--- src/rtl/bcd_to_binary.sv ---
// Sequential five-digit BCD to binary converter (reverse double-dabble).
// Each SHIFT cycle produces one result bit. Results are published one cycle
// after the last iteration, together with a one-cycle done pulse.
module bcd_to_binary #(
  parameter int unsigned WIDTH  = 16,
  parameter int unsigned DIGITS = 5
) (
  input  logic             clk,
  input  logic             reset,
  input  logic             start,
  input  logic [3:0]       bcd0,
  input  logic [3:0]       bcd1,
  input  logic [3:0]       bcd2,
  input  logic [3:0]       bcd3,
  input  logic [3:0]       bcd4,
  output logic [WIDTH-1:0] binary_out,
  output logic             busy,
  output logic             done,
  output logic             overflow,
  output logic             invalid
);

  localparam int unsigned BCD_W  = 4 * DIGITS;
  localparam int unsigned JOIN_W = BCD_W + WIDTH;
  localparam int unsigned CNT_W  = (WIDTH > 1) ? $clog2(WIDTH) : 1;
  localparam logic [CNT_W-1:0] LAST_ITER = CNT_W'(WIDTH - 1);

  typedef enum logic [1:0] {
    IDLE  = 2'd0,
    SHIFT = 2'd1,
    DONE  = 2'd2
  } state_t;

  state_t           state_q, state_d;
  logic [BCD_W-1:0] bcd_reg_q, bcd_reg_d;
  logic [WIDTH-1:0] bin_reg_q, bin_reg_d;
  logic [CNT_W-1:0] count_q, count_d;
  logic             bad_q, bad_d;
  logic [WIDTH-1:0] binary_out_q, binary_out_d;
  logic             busy_q, busy_d;
  logic             done_q, done_d;
  logic             overflow_q, overflow_d;
  logic             invalid_q, invalid_d;

  logic [BCD_W-1:0]  bcd_in_c;
  logic              in_invalid_c;
  logic [JOIN_W-1:0] shifted_c;
  logic [BCD_W-1:0]  bcd_adj_c;
  logic              accept_c;

  assign bcd_in_c = BCD_W'({bcd4, bcd3, bcd2, bcd1, bcd0});

  // Flag any input digit outside 0..9 so the conversion can be skipped.
  always_comb begin
    in_invalid_c = 1'b0;
    for (int i = 0; i < int'(DIGITS); i++) begin
      if (bcd_in_c[4*i +: 4] > 4'd9) begin
        in_invalid_c = 1'b1;
      end
    end
  end

  // One reverse double-dabble step: shift right, then pull back digits >= 8.
  always_comb begin
    shifted_c = {bcd_reg_q, bin_reg_q} >> 1;
    bcd_adj_c = '0;
    for (int i = 0; i < int'(DIGITS); i++) begin
      if (shifted_c[WIDTH + 4*i +: 4] >= 4'd8) begin
        bcd_adj_c[4*i +: 4] = shifted_c[WIDTH + 4*i +: 4] - 4'd3;
      end else begin
        bcd_adj_c[4*i +: 4] = shifted_c[WIDTH + 4*i +: 4];
      end
    end
  end

  // A new request is taken whenever the converter is not iterating.
  assign accept_c = start && (state_q != SHIFT);

  // Next-state and next-output logic.
  always_comb begin
    state_d      = state_q;
    bcd_reg_d    = bcd_reg_q;
    bin_reg_d    = bin_reg_q;
    count_d      = count_q;
    bad_d        = bad_q;
    binary_out_d = binary_out_q;
    done_d       = 1'b0;
    overflow_d   = overflow_q;
    invalid_d    = invalid_q;

    case (state_q)
      IDLE: begin
        state_d = IDLE;
      end
      SHIFT: begin
        bcd_reg_d = bcd_adj_c;
        bin_reg_d = shifted_c[WIDTH-1:0];
        count_d   = count_q + CNT_W'(1);
        if (count_q == LAST_ITER) begin
          state_d = DONE;
        end
      end
      DONE: begin
        // Publish the result; a non-decimal input reports only invalid.
        done_d  = 1'b1;
        state_d = IDLE;
        if (bad_q) begin
          binary_out_d = '0;
          overflow_d   = 1'b0;
          invalid_d    = 1'b1;
        end else begin
          binary_out_d = bin_reg_q;
          overflow_d   = |bcd_reg_q;
          invalid_d    = 1'b0;
        end
      end
      default: begin
        state_d = IDLE;
      end
    endcase

    // Capture overrides the idle/return path; results above still publish.
    if (accept_c) begin
      bcd_reg_d = bcd_in_c;
      bin_reg_d = '0;
      count_d   = '0;
      bad_d     = in_invalid_c;
      state_d   = in_invalid_c ? DONE : SHIFT;
    end

    busy_d = (state_d == SHIFT);
  end

  // State and output registers with synchronous reset.
  always_ff @(posedge clk) begin
    if (reset) begin
      state_q      <= IDLE;
      bcd_reg_q    <= '0;
      bin_reg_q    <= '0;
      count_q      <= '0;
      bad_q        <= 1'b0;
      binary_out_q <= '0;
      busy_q       <= 1'b0;
      done_q       <= 1'b0;
      overflow_q   <= 1'b0;
      invalid_q    <= 1'b0;
    end else begin
      state_q      <= state_d;
      bcd_reg_q    <= bcd_reg_d;
      bin_reg_q    <= bin_reg_d;
      count_q      <= count_d;
      bad_q        <= bad_d;
      binary_out_q <= binary_out_d;
      busy_q       <= busy_d;
      done_q       <= done_d;
      overflow_q   <= overflow_d;
      invalid_q    <= invalid_d;
    end
  end

  assign binary_out = binary_out_q;
  assign busy       = busy_q;
  assign done       = done_q;
  assign overflow   = overflow_q;
  assign invalid    = invalid_q;

endmodule
--- config.mk ---
export PLATFORM = sky130hd
export DESIGN_NAME = bcd_to_binary
export DESIGN_NICKNAME = d
export VERILOG_FILES = /design/src/rtl/bcd_to_binary.sv
export SDC_FILE = /design/constraint.sdc
export NUM_CORES = 1
export LEC_CHECK = 0
export ABC_AREA = 1
export CAP_MARGIN = 20
export CELL_PAD_IN_SITES_DETAIL_PLACEMENT = 0
export CELL_PAD_IN_SITES_GLOBAL_PLACEMENT = 1
export CORE_MARGIN = 5
export CORE_UTILIZATION = 42
export CTS_CLUSTER_DIAMETER = 30
export DETAILED_ROUTE_END_ITERATION = 12
export PLACE_DENSITY = 0.82
export SYNTH_ARGS = -nofsm -noshare
export SYNTH_HDL_FRONTEND = slang
export SYNTH_SLANG_ARGS = --single-unit
--- constraint.sdc ---
create_clock -name clk -period 2 [get_ports clk]
set_input_delay 0.3 -clock clk [delete_from_list [all_inputs] [get_ports clk]]
set_output_delay 0.3 -clock clk [all_outputs]
set_load 0.005 [all_outputs]
Yosys cells after proc, flatten, opt, wreduce, memory -nomap -nowiden
Index checks and enable logic that the tools add are counted.

Bits in registers: 63. Latch bits: 0. RAM bits: 0. ROM bits: 0. Memories: 0.

Add/subtract/negate cells: 6. $mul: 0. Divide/modulo/power cells: 0. Order comparisons: 10. Eq/ne operators: 5. Shift operators: 0. Multiplexer cells: 20. Bitwise operators: 0. Reductions and logical operators: 4.

Operators by type and width (count): 2-to-1 mux 20 bit (2); > comparator 4 bit, second input constant (5); 2-to-1 mux 4 bit (5); OR reduction 20 bit (1); greater-or-equal comparator 4 bit, second input constant (4); 2-to-1 mux 16 bit (1); subtractor 4 x 2 -> 4 bit, second input constant (4); 2-to-1 mux 1 bit (8); 2-to-1 mux 2 bit (4); adder 4 x 1 -> 4 bit, second input constant (1); == test 2 x 1 -> 1 bit, second input constant (2); == test 4 bit, second input constant (1); greater-or-equal comparator 3 x 4 -> 1 bit, second input constant (1); subtractor 3 x 2 -> 4 bit, second input constant (1); == test 2 bit, second input constant (1); != test 2 x 1 -> 1 bit, second input constant (1); nonzero test 2 bit (1); OR reduction 2 bit (1); logical AND 1 bit (1).

Logic depth before layout (Yosys ltp)
Gate-level depths: netlist of the first run.

Depth after elaboration: 9. Mapped depth: 9. Gate-level depth less buffers: 8.

Least setup slack after synthesis of the first run
Ideal clock, no wire load.

Kind: register -> register. Start point: register bcd_reg_q[13]. End point: register bcd_reg_q[13]. Arrival time: 1.015 ns. Data required time: 1.891 ns. Slack: 0.876 ns. Stages on the path, launching flop included: 7. Buffers on the path: 0. Period minus slack after synthesis: 1.124 ns. Path through: dfxtp_1 inv_1 ha_1 o21ai_0 o211ai_1 nand2_1 inv_1.

Word-level cells in the longest chain between the ends: 4.

Ends and longest elaborated chain: start: declaration (line 35) `logic [BCD_W-1:0] bcd_reg_q, bcd_reg_d;`; start signal: assignment (line 149) `bcd_reg_q <= bcd_reg_d;`; subtractor 4 x 2 -> 4 bit or greater-or-equal comparator 4 bit (tied branches) (line 69, 68); 2-to-1 mux 4 bit (*) (line 68) `if (shifted_c[WIDTH + 4*i +: 4] >= 4'd8) begin`; 2-to-1 mux 20 bit (*) (line 91) `case (state_q)`; 2-to-1 mux 20 bit (*) (line 123) `if (accept_c) begin`.

Every way passes the cells marked *; elsewhere a longest branch is shown, timed or not. The select of a mux whose other input is x is not followed. A chain may end at the register's enable or synchronous reset.

Worst setup path in the final report of the first run
Start point: register invalid_q (netlist: invalid). End point: output port invalid.

RTL lines: start: declaration (line 43) `logic invalid_q, invalid_d;`; start signal: assignment (line 157) `invalid_q <= invalid_d;`; end: declaration (line 20) `output logic invalid`.

No word-level cell between the ends.

==> impl_metrics.tcl, run 1 <==
set metrics [dict create \
    status "finished clean" \
    row_count 30 \
    dpl.hpwl_um 4610 \
    grt_pass1_vias 2446 \
    clockBufferDepth 2 \
    synthesis.nets 425 \
    diodes 0 \
    ir_worst_vdd_v 0.000445 \
    dp_cells 506 \
    start_util 0.427 \
    grt_use_total 0.169 \
    nNetsFinal 469 \
    netlist.area_leader.share 0.440 \
    cp_max_fo 2 \
    synth.ff_latch_count 63 \
    cp.arrival_ns 1.19 \
    synth-main-ff-cell "dfxtp_1" \
    layout.cells.non_filler 522 \
    wl_per_cell_um 12.8 \
    grt_pass1_wl_um 11500 \
    insertion_delay_ns 0.34 \
    cts_setup_buffers 0 \
    min_from "bin_reg_q[0]" \
    slew_headroom 0.724 \
    clock.fmax_ghz 0.671 \
    synth_area_leaders "dfxtp_1 (44%), nand2_1 (16%), a21oi_1 (7.3%), inv_1 (5.4%), ha_1 (3.9%)" \
    reg2reg_from "state_q[0]" \
    min_path_type "register to register" \
    critPathRequiredTime_ns 1.70 \
    finalPower_mw 2.84 \
    dr.pass1.iters 4 \
    hold_viol 0 \
    hold_buffers 0 \
    start_kind "register" \
    yosysSeqAreaShare 0.440 \
    drt_iter0_drc 93 \
    max_stage_delay_ns 0.51 \
    rrSetupSlack_ns 0.69 \
    h-tree-depth 3 \
    dieWidth_um 92.6 \
    coreArea_um2 6720 \
    fin_tns_setup_ns 0 \
    grt_overflow 0 \
    layout-drive-gt1-share 0.0769 \
    die_height_um 92.6 \
    critical-path-top-delay-family "buffers and inverters" \
    cts_tree "yes" \
    dieArea_um2 8580 \
    async_flop_share 0 \
    synth-warning-count 0 \
    max_cap_viol_count 0 \
    route.detailed.drc 0 \
    cts_resized 0 \
    synth-edff-count 0 \
    p_leak_nw 1.41 \
    critPathKind "register to output pin" \
    area_delta_synth_final_pct 23.9 \
    min_to "bin_reg_q[0]" \
    final_common_cell "nand2_1" \
    port_buffers 42 \
    numCtsBuffers 9 \
    netlist_instances 393 \
    final-max-slew-violation-count 0 \
    clk_pin_slew_worst_paths_ns 0.07 \
    boundaryPins 43 \
    powerDensity_nw_per_um2 798 \
    synth_cell_types 30 \
    finalCriticalPeriod_ns 1.49 \
    place_congestion 0.797 \
    min_delay_path_depth 2 \
    cts_sinks 63 \
    setup.worst_path.end_class "output pin" \
    path_buf_inv 1 \
    rr_worst_depth 7 \
    syn_area_um2 2870 \
    antenna_found_initial 0 \
    fin_skew_ns 0.00975 \
    wirelength_um 6680 \
    rr_endpoint "bcd_reg_q[8]" \
    layout_common_cells "nand2_1 (122), dfxtp_1 (63), a21oi_1 (42), clkdlybuf4s50_1 (42), inv_1 (41)" \
    cts_root_buffer "clkbuf_8" \
    final_antenna_net_count 0 \
    worstPathCellList "clkdlybuf4s50_1" \
    fin_crit_sh 0.745 \
    rsz0062_at_grt "false" \
    vias_per_cell 4.89 \
    setup_violations 0 \
    syn_area_per_cell_um2 7.30 \
    num_vias 2550 \
    synth.largest_area_cell "dfxtp_1" \
    cp_slowest_cell "clkdlybuf4s50_1" \
    worst_pin_slew_ns 0.413 \
    grt_start_max_net_pins 32 \
]
-- report_power, final --
group | total (mW) | switching [mW] | internal (mW)
Combinational | 0.281 | 0.162 | 0.120
Sequential | 1.32 | 0.0335 | 1.29
Clock | 1.23 | 0.496 | 0.736
-- cells by family after synthesis --
kind of cell | Yosys count | synth area share
compound gates | 84 | 0.162
xor+xnor | 5 | 0.0153
fa+ha+maj | 9 | 0.0393
buf+inv | 62 | 0.0995
flops | 63 | 0.440
simple gates | 170 | 0.244
-- area by class of cell --
class / instances / area, um^2
Fill cell: 687 / 3170
Multi-Input combinational cell: 268 / 1320
Sequential cell: 63 / 1260
Timing Repair Buffer: 49 / 473
Inverter: 46 / 175
Clock buffer: 11 / 141
Tap cell: 80 / 100
Clock inverter: 5 / 81.3
-- synthesized netlist by cell type, types with 7 or more instances --
master / number
nand2_1: 122
dfxtp_1: 63
ha_1: 9
nor2_1: 26
buf_2: 7
inv_1: 41
nand3_1: 14
o211ai_1: 11
a21oi_1: 42
o21ai_0: 22
-- flip-flops by register name (all words and copies together) (netlist names) --
register and cells:
count_q 4, done 1, binary_out 16, busy 1, invalid 1, bcd_reg_q 20, state_q 2, bad_q 1
bin_reg_q 16, overflow 1
-- routing by layer --
metal,wire length (um),up-vias,track usage,part of all wire
met5,0,-,0,0
met4,56,0,0.0415,0.0084
met3,237,8,0.0536,0.035
met2,3260,36,0.280,0.49
met1,3130,1169,0.213,0.47
li1,-,1337,-,-
-- per-stage QoR --
| step | setup WS (ns) | hold slack [ns] | cell area (um^2) | utilization |
|---|---|---|---|---|
| 2_1_floorplan | 0.876 | 0.438 | 2870 | - |
| 3_3_place_gp | 0.295 | 0.453 | 3330 | 0.496 |
| 3_5_place_dp | 0.326 | 0.455 | 3330 | 0.496 |
| 4_1_cts | 0.484 | 0.465 | 3550 | 0.529 |
| 5_1_grt | 0.456 | 0.479 | 3550 | 0.529 |
| 6_report | 0.510 | 0.463 | 3550 | 0.529 |
-- worst max path at each step --
stage	slack, ns	start	end	cells past startpoint
5_1_grt	0.46	binary_out[13]	binary_out[13]	1
6_report	0.51	invalid	invalid	1
2_1_floorplan	0.88	bcd_reg_q[13]	bcd_reg_q[13]	6
3_3_place_gp	0.30	bcd0[2]	bad_q	7
4_1_cts	0.48	invalid	invalid	1
3_5_place_dp	0.33	bcd0[2]	busy	6
(Power assumes the default switching activity.)
==> run 2: changes to the inputs <==
--- a/config.mk
+++ b/config.mk
@@ -10,10 +10,10 @@
 export CELL_PAD_IN_SITES_DETAIL_PLACEMENT = 0
 export CELL_PAD_IN_SITES_GLOBAL_PLACEMENT = 1
 export CORE_MARGIN = 5
-export CORE_UTILIZATION = 42
+export CORE_UTILIZATION = 39
 export CTS_CLUSTER_DIAMETER = 30
 export DETAILED_ROUTE_END_ITERATION = 12
-export PLACE_DENSITY = 0.82
+export PLACE_DENSITY = 0.76
 export SYNTH_ARGS = -nofsm -noshare
 export SYNTH_HDL_FRONTEND = slang
 export SYNTH_SLANG_ARGS = --single-unit
==> constraint.sdc (replaced) <==
create_clock -name clk -period 1.4 [get_ports clk]
set_input_delay 0.21 -clock clk [delete_from_list [all_inputs] [get_ports clk]]
set_output_delay 0.21 -clock clk [all_outputs]
set_load 0.005 [all_outputs]
==> run 2 against run 1 <==
Effect of this change: utilization shrank 0.96 points; clock power increased by 44%; combinational power grew 60%; sequential power grew 43%.
==> impl_metrics.tcl, run 2 (synthesized netlist as in run 1, its figures left out) <==
set metrics [dict create \
    status "finished clean" \
    p_int_mw 3.10 \
    place_congestion 0.777 \
    reg2reg_from "state_q[0]" \
    min_from "binary_out[0]" \
    worstPathCellList "clkdlybuf4s50_1" \
    min_delay_path_depth 2 \
    drt_iter0_drc 104 \
    max_stage_delay_ns 0.50 \
    hold_viol 0 \
    p_seq_frac 0.460 \
    area_delta_synth_final_pct 30.6 \
    pre_cts_slack_ns -0.154 \
    top_register "bcd_reg_q" \
    cts_root_buffer "clkbuf_8" \
    hold_buffers 0 \
    path_buf_inv 1 \
    largest_reg_flops 20 \
    dr.pass1.iters 4 \
    final_antenna_net_count 0 \
    p_comb_frac 0.109 \
    final-max-slew-violation-count 0 \
    final_common_cell "nand2_1" \
    fin_skew_ns 0.00640 \
    rr_endpoint "bin_reg_q[1]" \
    stdcell_area_um2 3750 \
    layout_common_cells "nand2_1 (122), dfxtp_1 (60), a21oi_1 (42)" \
    layout-drive-gt1-share 0.108 \
    p_sw_mw 1.00 \
    dieArea_um2 9170 \
    dieWidth_um 95.8 \
    worst_pin_slew_ns 0.322 \
    min_path_type "register to register" \
    grt_pass1_wl_um 12100 \
    p_clk_frac 0.430 \
    cp.arrival_ns 1.14 \
    netSwitchingFraction 0.245 \
    grt_overflow 0 \
    cp_slowest_cell "clkdlybuf4s50_1" \
    grt_use_total 0.167 \
    route.detailed.drc 0 \
    p_leak_nw 1.76 \
    max_cap_viol_count 0 \
    critPathRequiredTime_ns 1.19 \
    numCtsBuffers 9 \
    insertion_delay_ns 0.33 \
    cts_sinks 63 \
    antenna_found_initial 0 \
    grt_start_max_net_pins 21 \
    nNetsFinal 481 \
    port_buffers 42 \
    fin_ws_ns 0.0453 \
    rrSetupSlack_ns 0.14 \
    dpl.hpwl_um 4960 \
    start_util 0.398 \
    setup_violations 0 \
    powerDensity_nw_per_um2 1100 \
    clk_pin_slew_worst_paths_ns 0.07 \
    cp_max_fo 1 \
    ir_worst_vdd_v 0.000687 \
    die_height_um 95.8 \
    wirelength_um 6990 \
    dpl_cell_area_um2 3490 \
    finalCriticalPeriod_ns 1.35 \
    num_vias 2605 \
    slew_headroom 0.783 \
    rsz0062_at_grt "false" \
    start_kind "register" \
    rr_worst_depth 7 \
    row_count 31 \
    coreArea_um2 7210 \
    setup.worst_path.end_class "output pin" \
    clockBufferDepth 2 \
    critical-path-top-delay-family "buffers and inverters" \
    h-tree-depth 3 \
    cts_tree "yes" \
    diodes 0 \
    vias_per_cell 4.71 \
    boundaryPins 43 \
    grt_pass1_vias 2532 \
    min_to "binary_out[0]" \
    critPathKind "register to output pin" \
    clock.fmax_ghz 0.738 \
    fin_crit_sh 0.968 \
    wl_per_cell_um 12.6 \
]
run 2: how the worst max path moves through the flow:
stage | startpoint | to | slack [ns] | depth (start not counted)
final | done | done | 0.05 | 1
after global routing | done | done | 0.0004 | 1
after CTS | binary_out[13] | binary_out[13] | 0.0002 | 1
after detailed placement | bcd0[2] | bad_q | -0.15 | 7
after global placement | bcd0[1] | bad_q | -0.23 | 7
after floorplan | bcd_reg_q[5] | bcd_reg_q[5] | 0.28 | 6
run 2: power by group through the flow:
stage / clock, mW / sequential [mW] / combinational, mW
floorplan: 0 / 1.92 / 0.265
global placement: 0 / 1.93 / 0.448
detailed placement: 0 / 1.93 / 0.453
CTS: 1.81 / 1.89 / 0.455
global route: 1.90 / 1.90 / 0.509
finish: 1.77 / 1.89 / 0.449
run 2: layer usage:
layer,global-route usage,vias to the layer above,share of wire
met3,0.0461,8,0.038
met1,0.218,1206,0.48
met4,0.0462,0,0.012
li1,-,1360,-
met5,0,-,0
met2,0.272,31,0.47
run 2: area by class of cell:
type	count	area [um^2]
multi-input cells	268	1320
repair buffers	61	638
well taps	99	124
fillers	746	3470
clock inverters	5	81.3
inverters	46	175
flip-flops and latches	63	1260
clock buffers	11	141
run 2: worst register-to-register path, cell delays in order, from the launching register on:
cell and delay [ns]:
dfxtp_1 0.38, nand2_4 0.12, inv_4 0.17, nor2_4 0.06, inv_2 0.09, nand2_2 0.08
buf_4 0.17, a21oi_1 0.12
run 2: timing repair:
item | CTS | global route
endpoints found under the setup margin | 8 | 13
gates resized for setup | 8 | 14
setup buffers | 0 | 0
run 2: through the flow:
step           instances  TNS (ns)  power, mW  hold WS (ns)   util
2_1_floorplan        393         0       2.18         0.353      -
3_3_place_gp         537    -0.830       2.38         0.450  0.484
3_5_place_dp         537    -0.604       2.38         0.454  0.484
4_1_cts              553         0       4.16         0.464  0.515
5_1_grt              553         0       4.31         0.480  0.519
6_report             553         0       4.10         0.459  0.519
